$ cat config.mk
export PLATFORM = sky130hd
export DESIGN_NAME = secure_reg_access_ctrl
export DESIGN_NICKNAME = d
export VERILOG_FILES = /design/src/rtl/secure_reg_pkg.sv /design/src/rtl/secure_reg_access_ctrl_rr_arbiter.sv /design/src/rtl/secure_reg_access_ctrl.sv
export SDC_FILE = /design/constraint.sdc
export NUM_CORES = 1
export LEC_CHECK = 0
export CORE_MARGIN = 8
export CORE_UTILIZATION = 40
export CTS_CLUSTER_SIZE = 40
export DETAILED_ROUTE_END_ITERATION = 8
export GPL_TIMING_DRIVEN = 0
export PLACE_DENSITY = 0.84
export SLEW_MARGIN = 5
export SYNTH_ARGS = -nofsm -noshare
export SYNTH_HDL_FRONTEND = slang
export SYNTH_SLANG_ARGS = --single-unit
$ cat constraint.sdc
create_clock -name clk -period 8.74 [get_ports clk]
set_input_delay 0.874 -clock clk [delete_from_list [all_inputs] [get_ports clk]]
set_output_delay 0.874 -clock clk [all_outputs]
set_load 0.005 [all_outputs]
$ cat src/rtl/secure_reg_pkg.sv
// Shared types and constants for the secure register access controller.
// Latency: none (declarations only).
// Backpressure: not applicable.
package secure_reg_pkg;

  // Access sequencer states: one transaction in flight at a time
  typedef enum logic [1:0] {
    IDLE  = 2'd0,
    ISSUE = 2'd1,
    WAIT  = 2'd2,
    RESP  = 2'd3
  } state_t;

  // The only thread id allowed to touch the bank
  localparam int PRIV_TID = 0;

  // Highest register address; writing 1 here sets the sticky lock when built with the lock feature
  function automatic int lock_addr(input int addr_width);
    return (1 << addr_width) - 1;
  endfunction

endpackage

$ cat src/rtl/secure_reg_access_ctrl_rr_arbiter.sv
// Round-robin pick: first set request at or after i_rr_ptr, wrapping to 0.
// Latency: purely combinational.
// Backpressure: none; the caller decides when the grant is honoured.
module rr_arbiter #(
  parameter int NUM_REQ = 4,
  parameter int IDW     = 2
) (
  input  logic [NUM_REQ-1:0] i_req,
  input  logic [IDW-1:0]     i_rr_ptr,
  output logic [NUM_REQ-1:0] o_gnt,
  output logic [IDW-1:0]     o_idx,
  output logic               o_any
);

  logic [IDW-1:0] w_cand;

  // Walk the candidates starting at the pointer and keep the first one requesting
  always_comb begin
    o_gnt  = '0;
    o_idx  = '0;
    o_any  = 1'b0;
    w_cand = '0;
    for (int k = 0; k < NUM_REQ; k++) begin
      w_cand = IDW'((int'(i_rr_ptr) + k) % NUM_REQ);
      if (!o_any && i_req[w_cand]) begin
        o_any         = 1'b1;
        o_idx         = w_cand;
        o_gnt[w_cand] = 1'b1;
      end
    end
  end

endmodule

$ cat src/rtl/secure_reg_access_ctrl.sv
// Round-robin arbiter + access sequencer sharing one secure register bank; only thread 0 reaches the bank.
// Latency: allowed access gnt->resp_valid 3 cycles, denied access 1 cycle; one transaction in flight.
// Backpressure: requesters hold req until gnt; no grant is issued outside IDLE. Optional lock: SECURE_REG_LOCK_EN.
module secure_reg_access_ctrl
  import secure_reg_pkg::*;
#(
  parameter  int NUM_REQ    = 4,
  parameter  int DATA_WIDTH = 32,
  parameter  int ADDR_WIDTH = 3,
  parameter  int TID_WIDTH  = 2,
  localparam int IDW        = $clog2(NUM_REQ)
) (
  input  logic                          clk,
  input  logic                          rst,
  input  logic [NUM_REQ-1:0]            req,
  input  logic [NUM_REQ-1:0]            req_we,
  input  logic [NUM_REQ*TID_WIDTH-1:0]  req_tid,
  input  logic [NUM_REQ*ADDR_WIDTH-1:0] req_addr,
  input  logic [NUM_REQ*DATA_WIDTH-1:0] req_wdata,
  output logic [NUM_REQ-1:0]            gnt,
  output logic                          resp_valid,
  output logic [IDW-1:0]                resp_id,
  output logic                          resp_err,
  output logic [DATA_WIDTH-1:0]         resp_rdata,
  output logic                          reg_access_en,
  output logic                          reg_wr_en,
  output logic [ADDR_WIDTH-1:0]         reg_addr,
  output logic [DATA_WIDTH-1:0]         reg_wdata,
  output logic [TID_WIDTH-1:0]          reg_tid,
  input  logic [DATA_WIDTH-1:0]         reg_rdata
`ifdef SECURE_REG_LOCK_EN
  ,
  output logic                          locked
`endif
);

  state_t                r_state, w_next;
  logic [IDW-1:0]        r_rr_ptr, r_id;
  logic                  r_we, r_err;
  logic [TID_WIDTH-1:0]  r_tid;
  logic [ADDR_WIDTH-1:0] r_addr;
  logic [DATA_WIDTH-1:0] r_wdata, r_rdata;

  logic [NUM_REQ-1:0]    w_gnt;
  logic [IDW-1:0]        w_idx;
  logic                  w_any, w_start, w_deny;

  logic [TID_WIDTH-1:0]  w_tid_a   [NUM_REQ];
  logic [ADDR_WIDTH-1:0] w_addr_a  [NUM_REQ];
  logic [DATA_WIDTH-1:0] w_wdata_a [NUM_REQ];

  for (genvar gi = 0; gi < NUM_REQ; gi++) begin : g_unpack
    assign w_tid_a[gi]   = req_tid[gi*TID_WIDTH +: TID_WIDTH];
    assign w_addr_a[gi]  = req_addr[gi*ADDR_WIDTH +: ADDR_WIDTH];
    assign w_wdata_a[gi] = req_wdata[gi*DATA_WIDTH +: DATA_WIDTH];
  end

  rr_arbiter #(.NUM_REQ(NUM_REQ), .IDW(IDW)) u_arb (
    .i_req    (req),
    .i_rr_ptr (r_rr_ptr),
    .o_gnt    (w_gnt),
    .o_idx    (w_idx),
    .o_any    (w_any)
  );

  // A grant is taken only when idle and something is requesting
  assign w_start = (r_state == IDLE) && w_any;

`ifdef SECURE_REG_LOCK_EN
  localparam logic [ADDR_WIDTH-1:0] LOCK_A = ADDR_WIDTH'(lock_addr(ADDR_WIDTH));
  logic r_locked;

  // Sticky lock: set when an allowed write of bit0=1 reaches the lock address; only reset clears it
  always_ff @(posedge clk) begin
    if (rst) begin
      r_locked <= 1'b0;
    end else if (r_state == ISSUE && r_we && r_addr == LOCK_A && r_wdata[0]) begin
      r_locked <= 1'b1;
    end
  end

  assign locked = r_locked;
  assign w_deny = (w_tid_a[w_idx] != TID_WIDTH'(PRIV_TID)) || (r_locked && req_we[w_idx]);
`else
  assign w_deny = (w_tid_a[w_idx] != TID_WIDTH'(PRIV_TID));
`endif

  // State register
  always_ff @(posedge clk) begin
    if (rst) begin
      r_state <= IDLE;
    end else begin
      r_state <= w_next;
    end
  end

  // Capture the granted request, advance the pointer, and latch bank read data in WAIT
  always_ff @(posedge clk) begin
    if (rst) begin
      r_rr_ptr <= '0;
      r_id     <= '0;
      r_we     <= 1'b0;
      r_err    <= 1'b0;
      r_tid    <= '0;
      r_addr   <= '0;
      r_wdata  <= '0;
      r_rdata  <= '0;
    end else begin
      if (w_start) begin
        r_id     <= w_idx;
        r_we     <= req_we[w_idx];
        r_tid    <= w_tid_a[w_idx];
        r_addr   <= w_addr_a[w_idx];
        r_wdata  <= w_wdata_a[w_idx];
        r_err    <= w_deny;
        r_rdata  <= '0;
        r_rr_ptr <= (w_idx == IDW'(NUM_REQ - 1)) ? '0 : w_idx + 1'b1;
      end
      if (r_state == WAIT) begin
        r_rdata <= r_we ? '0 : reg_rdata;
      end
    end
  end

  // Next state and state-decoded outputs; every output idles at 0
  always_comb begin
    w_next        = r_state;
    gnt           = '0;
    resp_valid    = 1'b0;
    resp_id       = '0;
    resp_err      = 1'b0;
    resp_rdata    = '0;
    reg_access_en = 1'b0;
    reg_wr_en     = 1'b0;
    reg_addr      = '0;
    reg_wdata     = '0;
    reg_tid       = '0;
    case (r_state)
      IDLE: begin
        if (!rst) gnt = w_gnt;
        if (w_any) w_next = w_deny ? RESP : ISSUE;
      end
      ISSUE: begin
        reg_access_en = 1'b1;
        reg_wr_en     = r_we;
        reg_addr      = r_addr;
        reg_wdata     = r_wdata;
        reg_tid       = r_tid;
        w_next        = WAIT;
      end
      WAIT: begin
        w_next = RESP;
      end
      RESP: begin
        resp_valid = 1'b1;
        resp_id    = r_id;
        resp_err   = r_err;
        resp_rdata = r_rdata;
        w_next     = IDLE;
      end
      default: w_next = IDLE;
    endcase
  end

endmodule

==> reports/results.txt <==
The tools report the clock root buffer as clkbuf_16. For the worst-skew pair, the clock arrives at the later sink with an insertion delay of 0.33 ns. In this run the worst hold path is classified as register to register.

The average footprint of a synthesized cell is 8.91 um2, and the hold buffer count at CTS is 0. The number of storage elements in the synthesis netlist works out to 77. The number of hold-slack violations in the final timing report is 0, and the area growth from synthesis to layout is 69.8%. The tools report the synthesized area as 4630 um2.

The worst path in the final design needs a cycle of 4.49 ns, including I/O delays and setup. The routed length per placed instance was 18.5 um. The library cells used most frequently in the layout, excluding fill and tap cells, are 268 x clkdlybuf4s50_1, 79 x mux2i_1, 77 x dfxtp_1.

After synthesis, flip-flops and latches occupy 33.3% of the total area. For the count of standard-cell rows, the log shows 39. For the highest clock frequency the design can meet, the log shows 223 MHz. The largest area contributor in the netlist was dfxtp_1.

The count of antenna diodes in the layout is 0, and the number of antenna violations at the first check in global routing is 0. For the pin with the worst max-slew slack, the measured transition is 0.604 ns. After filler insertion, the fill cell instance count of the layout stands at 921. The via count of the first global-routing pass is 5341, and the share of final-layout standard cells stronger than drive strength 1 is 4.73%. At the worst endpoint, the required time is 7.87 ns. The startpoint class of the critical path was a register. In this run the critical register-to-register path is captured at r_wdata[9]$_SDFFE_PP0P_. Setup repair after global routing left no endpoint under its margin. The run gives 0 as the final count of pins violating max slew. STA classifies the critical path endpoint as an output pin. The die is 124 um tall.

In this run, synthesis inferred 0 flip-flops with an integrated enable. The number of nets in the synthesized netlist is 721. For this run, the total global-route usage over all layers was measured as 21.8%. The die covers 15300 um2. The critical-path maximum fanout was 10. The placer congestion estimate came out at 0.856.

The number of setup buffers added after CTS is 0. The sum of negative setup slack was 0 ns; the total power divided by cell area was 261 nW/um2. The run finished with clean final reports.

The logs give 0 for the remaining antenna violation count after routing and 5028 for the via total after detailed routing. The logs give 520 for the number of standard cells after synthesis and 1000 for the total number of nets in the final design. In this run the static leakage power is 3.06 nW. During placement, the flow inserted port buffers numbering 268. The final critical path takes up 51.4% of the cycle.

DRC violation count after routing: 0. The path with the worst hold slack has its endpoint at r_wdata[22]$_SDFFE_PP0P_. The arrival time of the worst setup path was 3.62 ns; the worst slew margin relative to its limit was 59.7%.

Measured in cells, the most critical reg-to-reg path has a length of 11. Once the floorplan was initialized, standard cells occupied 40.8% of the core. TritonCTS built the clock tree.

Post-CTS repair changed the size of 0 cells. Counting instances, the worst hold path has a depth of 2. The first detailed-routing pass took 5 iterations. Clock tree synthesis found a total of 77 sinks. The minimum setup slack among reg-to-reg paths came out at 5.17 ns. The startpoint of the lowest-slack hold path is r_wdata[22]$_SDFFE_PP0P_. The synthesis warning total is 0. 269 I/O pins were placed. By area the synthesized netlist is led by dfxtp_1 33%, mux2i_1 17%, and2_1 10%. Using the TritonRoute via totals, the vias-per-cell ratio works out to 5.31.

Primary flip-flop cell chosen by synthesis mapping: dfxtp_1. The HPWL after detailed placement is 14400 um. The clock arrives with 0.00662 ns of skew. The synthesized netlist contains 43 unique library cells. The commonest non-fill, non-tap cell in the layout is clkdlybuf4s50_1. The number of buffers on the longest clock path was 2; the number of setup violations in the final report was 0. The aggregate routed wire length was 17600 um; the maximum ir drop on the vdd rail was 0.000134 V. The first global-routing pass estimated 26600 um of wire. The number of H-tree branching levels is 3, and the share of async-settable or async-resettable flops after synthesis is 0%. In this run the biggest area consumer among cell types represents 33.3% of the synthesized area.

The first routing iteration left 195 violations. In this run, CTS created clock tree buffers numbering 9. By startpoint and endpoint, the worst setup path is classified as register to output pin. The tools report the number of max-cap violations as 0.

The startpoint of the worst-slack reg-to-reg timing path is r_rr_ptr[0]$_SDFFE_PP0P_. For the placeable core region, the log shows 11400 um2. The largest net degree at the start of global routing was 15; the die outline width was 124 um.

Global routing finished with a remaining overflow of 0. The design draws 2.05 mW. After clock tree synthesis, the clock-pin slew on the worst setup and hold paths is 0.06 ns.
-- report_power, final --
part,internal [mW],leakage (nW),switching (mW)
Sequential,0.479,0.631,0.0699
Combinational,0.518,2.25,0.524
Clock,0.310,0.177,0.153
Total,1.31,3.06,0.746
-- kinds of logic (layout without fill, tap and decap cells) --
kind of cell / count (synthesis) / after routing / share of synthesized area (%)
multiplexers: 82 / 82 / 18.3
buffers and inverters: 51 / 335 / 6.16
AO/OA/AOI/OAI: 104 / 104 / 18.1
adder cells (fa/ha/maj): 11 / 11 / 2.97
flip-flops: 77 / 77 / 33.3
AND/OR/NAND/NOR: 194 / 194 / 21.0
XOR/XNOR: 1 / 1 / 0.189
-- state kept, by name (all words and copies together), names as in the netlist --
| register | cells |
|---|---|
| r_err | 1 |
| r_addr | 3 |
| r_rr_ptr | 2 |
| r_we | 1 |
| r_rdata | 32 |
| r_state | 2 |
| r_tid | 2 |
| r_wdata | 32 |
| r_id | 2 |
-- metal layers --
metal	up-vias	routed length [um]	part of all wire, %	GRT usage [%]
met5	-	0	0	0
met4	0	307	1.7	6.25
met3	22	1700	9.7	7.30
met2	218	9030	51	40.7
met1	2353	6520	37	22.7
li1	2435	-	-	-
-- how the worst max path moves through the flow --
stage	startpoint	cells past startpoint	end	slack [ns]
after floorplan	r_rr_ptr[0]$_SDFFE_PP0P_	10	gnt[0]	5.52
after global placement	req[3]	8	gnt[1]	4.70
after detailed placement	req[3]	8	gnt[3]	4.62
after CTS	r_rr_ptr[0]$_SDFFE_PP0P_	11	gnt[2]	4.27
after global routing	r_rr_ptr[0]$_SDFFE_PP0P_	11	gnt[3]	4.08
final	r_rr_ptr[0]$_SDFFE_PP0P_	11	gnt[2]	4.25
-- cell usage after synthesis (2+ instances only) --
library cell	n
clkbuf_4	2
o22ai_1	3
a22oi_1	37
buf_2	5
nand2_1	46
ha_1	11
or3b_1	2
nor2_1	58
dfxtp_1	77
clkbuf_1	31
buf_4	2
nand3b_1	2
a221oi_1	4
a21oi_1	5
inv_1	6
o221ai_1	38
mux2i_1	79
o21ai_1	2
nand2b_1	4
buf_12	4
a211oi_1	3
a311oi_1	2
mux4_2	2
and2_1	75
or4_1	2
-- critical path, stage by stage (launching register included) --
cell             delay, ns
dfxtp_1               0.54
buf_2                 0.32
inv_1                 0.19
ha_1                  0.34
buf_6                 0.14
mux4_2                0.59
nor2b_4               0.24
a22oi_1               0.10
nor2_1                0.11
a221oi_1              0.06
nor2_1                0.16
clkdlybuf4s50_1       0.52
-- final cells by class --
| class | instances | area, um2 | area share (%) |
|---|---|---|---|
| Multi-Input combinational cell | 392 | 2810 | 35.7 |
| Buffer | 45 | 263 | 3.34 |
| Sequential cell | 77 | 1540 | 19.6 |
| Tap cell | 143 | 179 | 2.27 |
| Inverter | 6 | 22.5 | 0.286 |
| Clock buffer | 9 | 225 | 2.86 |
| Timing Repair Buffer | 268 | 2680 | 34.1 |
| Clock inverter | 7 | 145 | 1.85 |
-- per-stage QoR --
stage	util (%)	hold slack (ns)	instance area, um2	std cells	setup slack, ns
2_1_floorplan	-	0.424	4630	520	5.52
3_3_place_gp	65.9	0.435	7490	931	4.70
3_5_place_dp	65.9	0.439	7490	931	4.62
4_1_cts	69.2	0.454	7870	947	4.27
5_1_grt	69.2	0.481	7870	947	4.08
6_report	69.2	0.456	7870	947	4.25
Note: power is estimated with default switching activity, not from simulation.
